`src/rtl/sid_wb_arb_if.sv`:
```
// Signal bundle between the write-back arbiter and its EX, SID and data-bus neighbours.
// The slave modport is the arbiter's view; the master modport drives it.
interface sid_wb_arb_if;
    logic        ex_req_i;
    logic        ex_we_i;
    logic [31:0] ex_addr_i;
    logic [31:0] ex_data_i;
    logic [31:0] ex_rdata_o;
    logic        sid_valid_i;
    logic [31:0] sid_addr_i;
    logic [31:0] sid_data_i;
    logic        sid_ready_o;
    logic        bus_req_o;
    logic        bus_we_o;
    logic [31:0] bus_addr_o;
    logic [31:0] bus_data_o;
    logic [31:0] bus_rdata_i;
    logic        bus_hold_i;
    logic        hold_flag_o;

    modport slave (
        input  ex_req_i, ex_we_i, ex_addr_i, ex_data_i,
        input  sid_valid_i, sid_addr_i, sid_data_i,
        input  bus_rdata_i, bus_hold_i,
        output ex_rdata_o, sid_ready_o,
        output bus_req_o, bus_we_o, bus_addr_o, bus_data_o,
        output hold_flag_o
    );

    modport master (
        output ex_req_i, ex_we_i, ex_addr_i, ex_data_i,
        output sid_valid_i, sid_addr_i, sid_data_i,
        output bus_rdata_i, bus_hold_i,
        input  ex_rdata_o, sid_ready_o,
        input  bus_req_o, bus_we_o, bus_addr_o, bus_data_o,
        input  hold_flag_o
    );
endinterface

```
`src/rtl/sid_wb_arb.sv`:
```
// Shares the core data-bus master port between EX and buffered SID result writes.
// EX wins by default; SID writes drain on idle cycles, on starvation or on an address hazard.
module sid_wb_arb #(
    parameter int DEPTH      = 4,
    parameter int STARVE_MAX = 8
) (
    input  logic           clk,
    input  logic           rst,
    sid_wb_arb_if.slave    arb
);
    localparam int AW = $clog2(DEPTH);
    localparam int SW = $clog2(STARVE_MAX) + 1;
    localparam logic [AW:0]   DEPTH_C  = (AW+1)'(DEPTH);
    localparam logic [SW-1:0] STARVE_C = SW'(STARVE_MAX);

    logic [31:0]   addr_mem_r [DEPTH];
    logic [31:0]   data_mem_r [DEPTH];
    logic [DEPTH-1:0] valid_r;
    logic [AW-1:0] wr_ptr_r;
    logic [AW-1:0] rd_ptr_r;
    logic [AW:0]   count_r;
    logic [SW-1:0] starve_cnt_r;

    logic empty_s;
    logic ready_s;
    logic push_s;
    logic hazard_s;
    logic starve_s;
    logic grant_fifo_s;

    assign empty_s      = (count_r == {(AW+1){1'b0}});
    assign ready_s      = (count_r != DEPTH_C);
    assign push_s       = arb.sid_valid_i && ready_s;
    assign starve_s     = (starve_cnt_r == STARVE_C);
    assign grant_fifo_s = !empty_s && !arb.bus_hold_i && (!arb.ex_req_i || starve_s || hazard_s);

    // Word-address match of the EX request against every occupied FIFO entry.
    always_comb begin
        logic match_any_s;
        match_any_s = 1'b0;
        for (int i = 0; i < DEPTH; i++) begin
            match_any_s = match_any_s |
                (valid_r[i] && (addr_mem_r[i][31:2] == arb.ex_addr_i[31:2]));
        end
        hazard_s = arb.ex_req_i && !empty_s && match_any_s;
    end

    // Bus steering: the FIFO head when granted, otherwise EX passes straight through.
    always_comb begin
        arb.bus_req_o  = arb.ex_req_i;
        arb.bus_we_o   = arb.ex_we_i;
        arb.bus_addr_o = arb.ex_addr_i;
        arb.bus_data_o = arb.ex_data_i;
        if (grant_fifo_s) begin
            arb.bus_req_o  = 1'b1;
            arb.bus_we_o   = 1'b1;
            arb.bus_addr_o = addr_mem_r[rd_ptr_r];
            arb.bus_data_o = data_mem_r[rd_ptr_r];
        end else begin
            arb.bus_req_o  = arb.ex_req_i;
            arb.bus_we_o   = arb.ex_we_i;
            arb.bus_addr_o = arb.ex_addr_i;
            arb.bus_data_o = arb.ex_data_i;
        end
    end

    assign arb.ex_rdata_o  = arb.bus_rdata_i;
    assign arb.sid_ready_o = ready_s;
    // Hold also covers a hazard while the bus is held, so EX never overtakes a pending write.
    assign arb.hold_flag_o = arb.ex_req_i && (grant_fifo_s || hazard_s);

    // FIFO storage and occupancy flags.
    always_ff @(posedge clk or negedge rst) begin
        if (!rst) begin
            for (int i = 0; i < DEPTH; i++) begin
                addr_mem_r[i] <= 32'h0000_0000;
                data_mem_r[i] <= 32'h0000_0000;
            end
            valid_r <= {DEPTH{1'b0}};
        end else begin
            if (grant_fifo_s) begin
                valid_r[rd_ptr_r] <= 1'b0;
            end
            if (push_s) begin
                addr_mem_r[wr_ptr_r] <= arb.sid_addr_i;
                data_mem_r[wr_ptr_r] <= arb.sid_data_i;
                valid_r[wr_ptr_r]    <= 1'b1;
            end
        end
    end

    // Pointers and occupancy count; pointers wrap naturally.
    always_ff @(posedge clk or negedge rst) begin
        if (!rst) begin
            wr_ptr_r <= {AW{1'b0}};
            rd_ptr_r <= {AW{1'b0}};
            count_r  <= {(AW+1){1'b0}};
        end else begin
            if (push_s) begin
                wr_ptr_r <= wr_ptr_r + {{(AW-1){1'b0}}, 1'b1};
            end
            if (grant_fifo_s) begin
                rd_ptr_r <= rd_ptr_r + {{(AW-1){1'b0}}, 1'b1};
            end
            case ({push_s, grant_fifo_s})
                2'b10:   count_r <= count_r + {{AW{1'b0}}, 1'b1};
                2'b01:   count_r <= count_r - {{AW{1'b0}}, 1'b1};
                default: count_r <= count_r;
            endcase
        end
    end

    // Starvation counter: counts EX-owned cycles while SID work waits, saturating.
    always_ff @(posedge clk or negedge rst) begin
        if (!rst) begin
            starve_cnt_r <= {SW{1'b0}};
        end else if (grant_fifo_s || empty_s) begin
            starve_cnt_r <= {SW{1'b0}};
        end else if (arb.ex_req_i && !arb.bus_hold_i && !starve_s) begin
            starve_cnt_r <= starve_cnt_r + {{(SW-1){1'b0}}, 1'b1};
        end else begin
            starve_cnt_r <= starve_cnt_r;
        end
    end
endmodule

```
`src/flat_wrapper.sv`:
```
// flat-port wrapper written by rule: the top's interface ports become plain ports
module sid_wb_arb_flat 
#(
    parameter int DEPTH      = 4,
    parameter int STARVE_MAX = 8
)
  (clk, rst, arb_ex_req_i, arb_ex_we_i, arb_ex_addr_i, arb_ex_data_i, arb_sid_valid_i, arb_sid_addr_i, arb_sid_data_i, arb_bus_rdata_i, arb_bus_hold_i, arb_ex_rdata_o, arb_sid_ready_o, arb_bus_req_o, arb_bus_we_o, arb_bus_addr_o, arb_bus_data_o, arb_hold_flag_o);
  sid_wb_arb_if arb_i ();
  input  logic clk;
  input  logic rst;
  input wire logic [$bits(arb_i.ex_req_i)-1:0] arb_ex_req_i;
  input wire logic [$bits(arb_i.ex_we_i)-1:0] arb_ex_we_i;
  input wire logic [$bits(arb_i.ex_addr_i)-1:0] arb_ex_addr_i;
  input wire logic [$bits(arb_i.ex_data_i)-1:0] arb_ex_data_i;
  input wire logic [$bits(arb_i.sid_valid_i)-1:0] arb_sid_valid_i;
  input wire logic [$bits(arb_i.sid_addr_i)-1:0] arb_sid_addr_i;
  input wire logic [$bits(arb_i.sid_data_i)-1:0] arb_sid_data_i;
  input wire logic [$bits(arb_i.bus_rdata_i)-1:0] arb_bus_rdata_i;
  input wire logic [$bits(arb_i.bus_hold_i)-1:0] arb_bus_hold_i;
  output wire logic [$bits(arb_i.ex_rdata_o)-1:0] arb_ex_rdata_o;
  output wire logic [$bits(arb_i.sid_ready_o)-1:0] arb_sid_ready_o;
  output wire logic [$bits(arb_i.bus_req_o)-1:0] arb_bus_req_o;
  output wire logic [$bits(arb_i.bus_we_o)-1:0] arb_bus_we_o;
  output wire logic [$bits(arb_i.bus_addr_o)-1:0] arb_bus_addr_o;
  output wire logic [$bits(arb_i.bus_data_o)-1:0] arb_bus_data_o;
  output wire logic [$bits(arb_i.hold_flag_o)-1:0] arb_hold_flag_o;
  assign arb_i.ex_req_i = arb_ex_req_i;
  assign arb_i.ex_we_i = arb_ex_we_i;
  assign arb_i.ex_addr_i = arb_ex_addr_i;
  assign arb_i.ex_data_i = arb_ex_data_i;
  assign arb_i.sid_valid_i = arb_sid_valid_i;
  assign arb_i.sid_addr_i = arb_sid_addr_i;
  assign arb_i.sid_data_i = arb_sid_data_i;
  assign arb_i.bus_rdata_i = arb_bus_rdata_i;
  assign arb_i.bus_hold_i = arb_bus_hold_i;
  assign arb_ex_rdata_o = arb_i.ex_rdata_o;
  assign arb_sid_ready_o = arb_i.sid_ready_o;
  assign arb_bus_req_o = arb_i.bus_req_o;
  assign arb_bus_we_o = arb_i.bus_we_o;
  assign arb_bus_addr_o = arb_i.bus_addr_o;
  assign arb_bus_data_o = arb_i.bus_data_o;
  assign arb_hold_flag_o = arb_i.hold_flag_o;
  sid_wb_arb #(.DEPTH(DEPTH), .STARVE_MAX(STARVE_MAX)) u_core (.clk(clk), .rst(rst), .arb(arb_i));
endmodule
```
`config.mk`:
```
export PLATFORM = sky130hd
export DESIGN_NAME = sid_wb_arb_flat
export DESIGN_NICKNAME = d
export VERILOG_FILES = /design/src/rtl/sid_wb_arb_if.sv /design/src/rtl/sid_wb_arb.sv /design/src/flat_wrapper.sv
export SDC_FILE = /design/constraint.sdc
export NUM_CORES = 1
export LEC_CHECK = 0
export ABC_AREA = 1
export CORE_UTILIZATION = 30
export CTS_CLUSTER_DIAMETER = 30
export CTS_CLUSTER_SIZE = 28
export DETAILED_ROUTE_END_ITERATION = 8
export PLACE_DENSITY = 0.56
export SLEW_MARGIN = 10
export SYNTH_ARGS = -nofsm -noshare
export SYNTH_HDL_FRONTEND = slang
export SYNTH_SLANG_ARGS = --single-unit
```
`constraint.sdc`:
```
create_clock -name clk -period 3.5 [get_ports clk]
set_input_delay 1.05 -clock clk [delete_from_list [all_inputs] [get_ports clk]]
set_output_delay 1.05 -clock clk [all_outputs]
set_load 0.01 [all_outputs]
```
==> results.cfg, run 1 <==
[logic_synthesis]
ys_top_cells_by_count = nand2_1, o21ai_0, dfrtp_1, inv_1, a21oi_1
synth_edf_count = 0
yosys-top-cells-area = dfrtp_1, nand2_1, o21ai_0
synthSimpleGateAreaFrac = 0.2396
synth_top_family_by_area = simple AND/OR/NAND/NOR gates
syn_inst = 2189
synth-compound-area-share = 0.1923
yosysWarnings = 0
avgSynthCellArea_um2 = 7.020
postSynth.asyncResetShare = 1.000
synth_ff_type = dfrtp_1
ys_types = 24
synth_top_area_share = 0.4413
yosysSeqAreaShare = 0.4413
syn_area_um2 = 15370
synth-xor-area-share = 0.007410
synth_seq_cells = 271
syn_nets = 2367
synth.most_common_cell = nand2_1
synth-adder-area-share = 0.01026
synth_mux_area_frac = 0
synth_top_area_cell = dfrtp_1

[pwr]
intPower_w = 0.01286
p_switching_w = 0.008176
p_total_w = 0.02104
clkPwrFrac = 0.351
peakVddDrop_mv = 0.4386
p_comb_frac = 0.383
swShare = 0.3887
seqPwrFrac = 0.266
powerDensity_nw_per_um2 = 957.0
leakagePower_nw = 10.70

[grt]
grt_pass1_wl_mm = 86.08
grt_most_used_layer = met2
antenna_found_initial = 6
use_met2 = 0.3430
grt_use_met1 = 0.2676
use_met3 = 0.05826
gr-total-overflow = 0
grt_pass1_vias = 15200
grt.total_usage = 0.2115
grt_max_degree = 92

[drt]
detail_route.vias_per_cell = 4.808
drt-initial-drc-count = 1330
num_vias = 15230
wl_mm = 55.82
ant_nets = 0
avgRoutedWirePerCell_um = 17.63
drc_errors = 0
drtPass1Iterations = 5

[layout]
nFillCells = 5022
fin_nets = 2610
multi_input_area_um2 = 7490
ff_latch_area_um2 = 6787
area_delta_synth_final_pct = 43.05
drive_gt1_frac = 0.2286

[sta]
drv_slew = 0
period_minus_slack_ns = 4.114
setup-violations-final = 66
rsz0062_at_grt = true
slew_headroom = 0.6079
finalCritPeriodShare = 1.175
fin_ws_ns = -0.6142
fin_tns_setup_ns = -35.07
holdWs_ns = 0.4037
fmax_mhz = 243.1
tightest_slew_ns = 0.5881
hold_violations = 0
finClkSkew_ns = 0.009553

[setup_path]
crit_path_start_kind = primary input
cp-end-kind = output port
cp.required_ns = 2.45
critical_path_class = in2out
cp.arrival_ns = 3.06
cp_max_fo = 11

[clock_tree]
cts_root_buf = clkbuf_16
cts_max_level = 3
cts.clk_slew.worst_paths_ns = 0.04
tritoncts = yes
cts_hold_buf = 0
clk_path_buf_depth = 3
insertion_delay_ns = 0.59
cts_sinks = 271
cts-buffers-inserted = 81

[floorplanning]
die_height_um = 228.3
die_x_um = 228.3
num_rows = 82
start_util = 0.3050
ios = 266
core_region_area_um2 = 50380
dieArea_um2 = 52130

[job]
maxCapViolCount = 0

[placed_design]
port_buffers = 201
hpwl_mm = 36.08
gp_congestion = 0.9525

[status]
outcome = complete, but fails checks
violations = negative setup slack

[min_path]
hold_class = in2async
==> layout make-up <==
type                       count  area share
sequential                   271      0.3087
clock inverter                25     0.01844
inverter                     232     0.04155
tap                          672     0.03825
clock buffer                 119      0.1084
antenna                        2   0.0002277
timing repair buffer         308      0.1437
multi-input combinational   1538      0.3407
==> cells by family (layout without fill, tap and decap cells) <==
group                      count (synthesis)  in the layout
buffers and inverters                    381            684
other                                      0              2
adders and majority gates                 12             12
xor gates and xnor gates                  13             13
and+or+nand+nor                          970            971
DFF                                      271            271
AOI/OAI and AO/OA                        542            542
==> stage by stage <==
stage / utilization / std cells / setup WS [ns] / cell area, um2
after floorplan: - / 2189 / -0.009277 / 15390
after global placement: 0.3653 / 3001 / -1.508 / 18400
after detailed placement: 0.3653 / 3001 / -1.546 / 18400
after CTS: 0.4291 / 3161 / -0.9254 / 21620
after global routing: 0.4363 / 3166 / -0.7022 / 21980
final: 0.4363 / 3167 / -0.6142 / 21980
==> cells in the final DEF (no fill, tap or decap), types with 37 or more instances in the layout <==
cell type        count
a21oi_1            129
buf_6               39
o21ai_0            321
buf_4               63
clkdlybuf4s50_1    103
dfrtp_1            269
nand2_2             88
clkbuf_16           86
inv_1              199
nand2_1            762
buf_2               37
o21ai_2             68
nor2_1              60
==> sequential cells by signal, summed over array words and instances (netlist names) <==
signal / flops
u_core.addr_mem_r: 128
u_core.data_mem_r: 128
u_core.starve_cnt_r: 4
u_core.valid_r: 4
u_core.count_r: 3
u_core.rd_ptr_r: 2
u_core.wr_ptr_r: 2
==> power groups by stage <==
| stage | combinational (W) | sequential (W) | clock (W) |
|---|---|---|---|
| detailed placement | 0.00770 | 0.00555 | 0 |
| CTS | 0.00795 | 0.00555 | 0.00750 |
| global route | 0.00901 | 0.00577 | 0.00769 |
| finish | 0.00806 | 0.00560 | 0.00738 |
| global placement | 0.00756 | 0.00550 | 0 |
| floorplan | 0.00482 | 0.00525 | 0 |
==> path summary, 6_finish.rpt <==
kind / from / slack, ns / depth (start not counted) / to
min: rst / 0.40 / 1 / u_core.addr_mem_r[88]
max reg2reg: u_core.addr_mem_r[23] / 0.30 / 22 / u_core.count_r[2]
max in group asynchronous: rst / 2.26 / 2 / u_core.data_mem_r[119]
min in group clk: u_core.data_mem_r[82] / 0.48 / 2 / u_core.data_mem_r[82]
min reg2reg: u_core.data_mem_r[82] / 0.48 / 2 / u_core.data_mem_r[82]
max: arb_ex_addr_i[21] / -0.61 / 19 / arb_bus_data_o[5]
==> worst max-delay path, cell delays in order <==
cell	delay [ns]
buf_4	0.13
buf_6	0.12
nand2_2	0.05
o21ai_1	0.06
nor2_1	0.11
nand2_1	0.10
nor2_1	0.11
nand2_1	0.09
nor2_1	0.10
nor2_1	0.05
nand2_1	0.12
nand2_2	0.09
nand2_4	0.10
buf_4	0.15
nand2_8	0.09
buf_16	0.17
nand2_1	0.07
o21ai_2	0.05
clkdlybuf4s15_2	0.22
==> timing repair <==
item,4_1_cts,5_1_grt
setup buffers,11,8
resized for setup,392,256
gates cloned,5,6
pin swaps,65,83
endpoints found under the setup margin,69,68
==> layer usage <==
| metal | wire length, um | part of all wire |
|---|---|---|
| met2 | 26220 | 0.47 |
| met4 | 1710 | 0.031 |
| met1 | 24000 | 0.43 |
| met3 | 3854 | 0.069 |
| met5 | 46 | 0.00082 |
(Power assumes the default switching activity.)
==> run 2: changes to the inputs <==
--- a/config.mk
+++ b/config.mk
@@ -5,7 +5,7 @@
 export SDC_FILE = /design/constraint.sdc
 export NUM_CORES = 1
 export LEC_CHECK = 0
-export ABC_AREA = 1
+export ABC_AREA = 0
 export CORE_UTILIZATION = 30
 export CTS_CLUSTER_DIAMETER = 30
 export CTS_CLUSTER_SIZE = 28
==> run 2 against run 1 <==
Net effect:
- the flow still finishes with violations (negative setup slack)
- clock power down 0.9%
- fmax down 4.5%
- synthesized cell count down 40%
- cell count down 21%
- non-clock buffer count up 219
- critical path depth down 8
- cell area up 12%
- first-iteration DRC count down 26%
- worst setup slack worse by 0.19 ns
==> results.cfg, run 2 <==
[status]
outcome = complete, but fails checks
violations = negative setup slack

[layout]
drive_gt1_frac = 0.5399
final_cell_mix = dfrtp_1, mux2_2, buf_4
reg_top3 = u_core.addr_mem_r x128, u_core.data_mem_r x128
n_antenna_cell = 0
area_delta_synth_final_pct = 53.20
fin_nets = 1927
nFillCells = 4720
layout_commonest_cell = dfrtp_1

[setup_path]
crit_cells = 11
crit_path_start_kind = primary input
cp_max_fo = 6
cp.arrival_ns = 3.26
crit_path_top_delay_cell = or4_4
r2r_start = u_core.addr_mem_r[13]
worst-r2r-setup-slack_ns = 0.45
critPathMaxStageDelay_ns = 0.56
ff2ff_path_depth = 14
cp.required_ns = 2.45
crit_chain = buf_4 > xnor2_4 > nand4_1 > or4_4 > nor4_4 > buf_4 > or3_4 > buf_12 > buf_6 > o211ai_1 > buf_2
path_buf_inv = 5
crit_top_cell = buf_4
critical_path.top_delay_family = simple AND/OR/NAND/NOR gates
cp-end-kind = output port
critical_path_class = in2out
r2r-end = u_core.count_r[2]

[placed_design]
hpwl_mm = 39.33
dpl_worst_slack_ns = -1.726
gp_congestion = 0.9664
port_buffers = 201

[logic_synthesis]
yosysWarnings = 0
ys_top_cells_by_count = dfrtp_1, mux2_2, xnor2_1, nand2_1, clkbuf_1
synth_seq_cells = 271
syn_nets = 1488
yosys-top-cells-area = dfrtp_1, mux2_2, mux4_2
yosysSeqAreaShare = 0.4232
synth_top_area_cell = dfrtp_1
synth_ff_type = dfrtp_1
synth_edf_count = 0
synth.most_common_cell = dfrtp_1
postSynth.asyncResetShare = 1.000
ys_types = 49
synth_top_area_share = 0.4232
syn_inst = 1310
syn_area_um2 = 16020
avgSynthCellArea_um2 = 12.23

[floorplanning]
core_region_area_um2 = 52660
die_x_um = 233.1
dieArea_um2 = 54340
die_height_um = 233.1
ios = 266
start_util = 0.3043
num_rows = 84

[drt]
wl_mm = 58.41
drt-initial-drc-count = 989
num_vias = 13300
detail_route.vias_per_cell = 5.333
ant_nets = 0
avgRoutedWirePerCell_um = 23.42
drtPass1Iterations = 5
drc_errors = 0

[job]
maxCapViolCount = 0

[grt]
gr-total-overflow = 0
grt_pass1_vias = 14060
grt_max_degree = 86
grt.total_usage = 0.2155
antenna_found_initial = 2
grt_pass1_wl_mm = 87.15

[sta]
tightest_slew_ns = 0.8006
setup-violations-final = 66
finalCritPeriodShare = 1.231
slew_headroom = 0.4663
rsz0062_at_grt = true
holdWs_ns = 0.4376
fmax_mhz = 232.2
drv_slew = 0
period_minus_slack_ns = 4.307
finClkSkew_ns = 0.01931
fin_ws_ns = -0.8072
hold_violations = 0

[clock_tree]
cts_sinks = 271
insertion_delay_ns = 0.59
tritoncts = yes
clk_path_buf_depth = 3
cts_root_buf = clkbuf_16
cts-buffers-inserted = 73
cts_max_level = 3
cts.clk_slew.worst_paths_ns = 0.05

[pwr]
powerDensity_nw_per_um2 = 967.2
leakagePower_nw = 10.18
peakVddDrop_mv = 0.4539

[min_path]
hold_class = in2async
-- run 2: changes by cell type after synthesis, moves of 29 or more --
cell and change:
o311ai_0 +66, xnor2_1 +99, nor2_1 -77, o21ai_2 -64, mux4_2 +64, nand2_1 -789, a22oi_1 +66, nand4_1 +50
inv_2 -29, a21oi_1 -124, inv_1 -192, o211ai_1 +55, o21ai_0 -328, mux2_2 +256
-- run 2: cells by family (layout without fill, tap and decap cells) --
logic type,after synthesis,after routing,share of synthesized area
adders and majority gates,12,12,0.009839
AOI/OAI and AO/OA,223,223,0.1117
xor gates and xnor gates,121,121,0.06802
and+or+nand+nor,187,187,0.06138
muxes,321,321,0.2705
DFF,271,271,0.4232
buffers and inverters,175,671,0.05529
-- run 2: layout make-up --
| cell class | instances | area (um2) | area share |
|---|---|---|---|
| clock buffer | 96 | 2117 | 0.08624 |
| multi-input combinational | 864 | 9403 | 0.3830 |
| tap | 688 | 860.8 | 0.03507 |
| inverter | 12 | 45.04 | 0.001835 |
| sequential | 271 | 6789 | 0.2766 |
| clock inverter | 36 | 580.6 | 0.02365 |
| timing repair buffer | 527 | 4752 | 0.1936 |
-- run 2: how the worst max path moves through the flow --
stage,slack [ns],start,endpoint
finish,-0.81,arb_ex_addr_i[15],arb_bus_addr_o[27]
floorplan,-0.27,arb_ex_addr_i[13],arb_bus_addr_o[10]
CTS,-0.97,arb_ex_addr_i[17],arb_bus_addr_o[27]
global placement,-1.72,arb_ex_addr_i[4],arb_bus_addr_o[31]
global route,-0.89,arb_ex_addr_i[29],arb_bus_addr_o[18]
detailed placement,-1.73,arb_ex_addr_i[4],arb_bus_addr_o[31]
-- run 2: repair_timing --
action | in CTS | in global routing
gates cloned | 4 | 3
hold buffers | 0 | 0
buffers inserted | 40 | 13
setup endpoints to repair | 70 | 67
gates resized for setup | 464 | 119
pin swaps | 62 | 53
-- run 2: power breakdown --
part / internal, W / total, W / leakage (nW) / switching [W]
clock network: 0.00530 / 0.00731 / 1.33 / 0.00201
registers: 0.00477 / 0.00608 / 3.22 / 0.00132
logic: 0.00590 / 0.0103 / 5.63 / 0.00445
total: 0.0160 / 0.0237 / 10.2 / 0.00777
-- run 2: through the flow --
step           cell area, um2  power (W)  TNS, ns  cells    util
6_report                24550    0.02374   -49.62   2494  0.4662
5_1_grt                 24550    0.02485   -54.86   2494  0.4662
4_1_cts                 24170    0.02361   -60.30   2497  0.4590
3_5_place_dp            20790    0.01592  -114.79   2324  0.3949
3_3_place_gp            20790    0.01572  -115.07   2324  0.3949
2_1_floorplan           16280    0.01120   -16.16   1310       -
-- run 2: routing by layer --
| metal | GRT usage | routed length [um] |
|---|---|---|
| met5 | 0 | 24 |
| met3 | 0.04053 | 3333 |
| met2 | 0.3647 | 28590 |
| met1 | 0.2706 | 24820 |
| met4 | 0.08313 | 1643 |
==> run 3: changes to the inputs <==
--- a/config.mk
+++ b/config.mk
@@ -6,6 +6,7 @@
 export NUM_CORES = 1
 export LEC_CHECK = 0
 export ABC_AREA = 0
+export CORE_MARGIN = 3
 export CORE_UTILIZATION = 30
 export CTS_CLUSTER_DIAMETER = 30
 export CTS_CLUSTER_SIZE = 28
==> constraint.sdc (replaced) <==
create_clock -name clk -period 3.87 [get_ports clk]
set_input_delay 1.161 -clock clk [delete_from_list [all_inputs] [get_ports clk]]
set_output_delay 1.161 -clock clk [all_outputs]
set_load 0.01 [all_outputs]
==> run 3 against run 2 <==
Net effect:
- the run still ends with negative setup slack left
- largest power group unchanged
- clock power is 8.6% lower
- register-to-register slack gained 0.27 ns
- clock skew down 0.0060 ns
- flip-flop and latch count unchanged
- sequential share of layout area decreased by 0.39 points
- first-iteration DRC count shrank 26%
- power shrank 9.3%
- via count rose by 0.69%
- cell count fell by 0.56%
- hold slack better by 0.057 ns
==> results.cfg, run 3 (synthesis gave the netlist of run 2 again) <==
[drt]
drtPass1Iterations = 5
num_vias = 13390
detail_route.vias_per_cell = 5.400
wl_mm = 61.02
ant_nets = 0
drt-initial-drc-count = 735
drc_errors = 0
avgRoutedWirePerCell_um = 24.61

[setup_path]
cp.required_ns = 2.71
critical_path_class = in2out
worst-r2r-setup-slack_ns = 0.72
ff2ff_path_depth = 16
r2r_start = u_core.addr_mem_r[35]
cp.arrival_ns = 3.49
r2r-end = u_core.count_r[2]
cp_max_fo = 6
crit_path_start_kind = primary input
cp-end-kind = output port

[sta]
tightest_slew_ns = 0.7103
setup-violations-final = 66
period_minus_slack_ns = 4.650
slew_headroom = 0.5265
finalCritPeriodShare = 1.201
holdWs_ns = 0.4944
fin_ws_ns = -0.7798
rsz0062_at_grt = true
fmax_mhz = 215.1
finClkSkew_ns = 0.01330
drv_slew = 0
hold_violations = 0

[floorplanning]
dieArea_um2 = 56220
num_rows = 84
die_height_um = 237.1
ios = 266
die_x_um = 237.1
core_region_area_um2 = 52660
start_util = 0.3043

[clock_tree]
cts_hold_buf = 0
cts_sinks = 271
tritoncts = yes
insertion_delay_ns = 0.59
cts_max_level = 3
clk_path_buf_depth = 3
cts-buffers-inserted = 76
cts.clk_slew.worst_paths_ns = 0.05
cts_root_buf = clkbuf_16

[pwr]
powerDensity_nw_per_um2 = 864.3
leakagePower_nw = 10.31
p_switching_w = 0.007223
peakVddDrop_mv = 0.3625
clkPwrFrac = 0.311
seqPwrFrac = 0.263
p_comb_frac = 0.426
intPower_w = 0.01430
swShare = 0.3356

[job]
maxCapViolCount = 0

[layout]
layout_commonest_cell = dfrtp_1
final_cell_mix = dfrtp_1, mux2_2, buf_4
drive_gt1_frac = 0.5442
area_delta_synth_final_pct = 55.42
reg_top3 = u_core.addr_mem_r x128, u_core.data_mem_r x128
nFillCells = 4684
fin_nets = 1906
final_area_um2 = 24900

[grt]
grt_max_degree = 85
gr-total-overflow = 0
antenna_found_initial = 4
grt.total_usage = 0.2125
grt_pass1_wl_mm = 90.53
grt_pass1_vias = 14490

[placed_design]
gp_congestion = 0.9378
hpwl_mm = 40.50
port_buffers = 201
place_area_um2 = 20540

[status]
outcome = complete, but fails checks
violations = negative setup slack

[min_path]
hold_depth = 1
holdPathEnd = u_core.data_mem_r[25]
hp-start = u_core.data_mem_r[25]
hold_class = reg2reg
## run 3: changes by cell type in the layout (fill, tap and decap cells not counted), moves of 7 or more
cell | previous run | this run
xnor2_4 | 23 | 36
o311ai_1 | 11 | 32
buf_4 | 255 | 213
o311ai_0 | 49 | 30
xnor2_1 | 58 | 46
clkinvlp_4 | 4 | 11
buf_6 | 48 | 39
buf_12 | 31 | 46
## run 3: critical path: stages
cell	delay, ns
clkdlybuf4s15_1	0.18
buf_6	0.14
buf_6	0.13
xnor2_4	0.12
nand4_1	0.15
nor4_2	0.08
a22o_4	0.28
or3_4	0.44
buf_12	0.17
buf_12	0.13
o211ai_1	0.29
buf_2	0.20
## run 3: worst max-delay path by stage
stage	from	to	slack, ns	cells after the start
2_1_floorplan	arb_ex_addr_i[13]	arb_bus_addr_o[10]	-0.12	10
3_3_place_gp	arb_ex_addr_i[16]	arb_bus_addr_o[11]	-1.61	12
3_5_place_dp	arb_ex_addr_i[3]	arb_bus_addr_o[11]	-1.64	12
4_1_cts	arb_ex_addr_i[17]	arb_bus_addr_o[11]	-0.88	14
5_1_grt	arb_ex_addr_i[31]	arb_bus_addr_o[28]	-0.84	12
6_report	arb_ex_addr_i[31]	arb_bus_addr_o[28]	-0.78	12
## run 3: layout make-up
class                      count  area (um2)  area share
multi-input combinational    864        9646      0.3873
sequential                   271        6789      0.2726
timing repair buffer         503        4785      0.1921
clock buffer                  92        2136     0.08577
tap                          688       860.8     0.03457
clock inverter                46       631.9     0.02537
inverter                      12       45.04    0.001809
antenna                        4       10.01   0.0004019
## run 3: routing by layer
| layer | part of all wire | wire, um | GRT usage |
|---|---|---|---|
| met1 | 0.41 | 24840 | 0.2619 |
| met2 | 0.49 | 29880 | 0.3496 |
| met3 | 0.066 | 4028 | 0.05928 |
| met4 | 0.037 | 2246 | 0.09126 |
| met5 | 0.00033 | 20 | 0 |
## run 3: repair_timing
item                       4_1_cts  5_1_grt
setup endpoints to repair       69       67
pin swaps                       56       68
gates cloned                    10        4
resized for setup              480      115
setup buffers                   47       20
## run 3: power groups by stage
stage          combinational (W)  sequential (W)  clock [W]
6_report                 0.00918         0.00566    0.00668
5_1_grt                  0.00974         0.00585    0.00698
4_1_cts                  0.00898         0.00556    0.00681
3_5_place_dp             0.00865         0.00544          0
3_3_place_gp             0.00856         0.00535          0
2_1_floorplan            0.00509         0.00504          0
## run 3: per-stage QoR
stage	total power [W]	std cells	setup TNS [ns]	setup WS, ns	util
final	0.02152	2480	-44.60	-0.7798	0.4729
after global routing	0.02256	2479	-49.85	-0.8352	0.4729
after CTS	0.02136	2470	-53.30	-0.8837	0.4665
after detailed placement	0.01409	2282	-104.37	-1.638	0.3901
after global placement	0.01391	2282	-103.23	-1.611	0.3901
after floorplan	0.01013	1310	-6.536	-0.1249	-
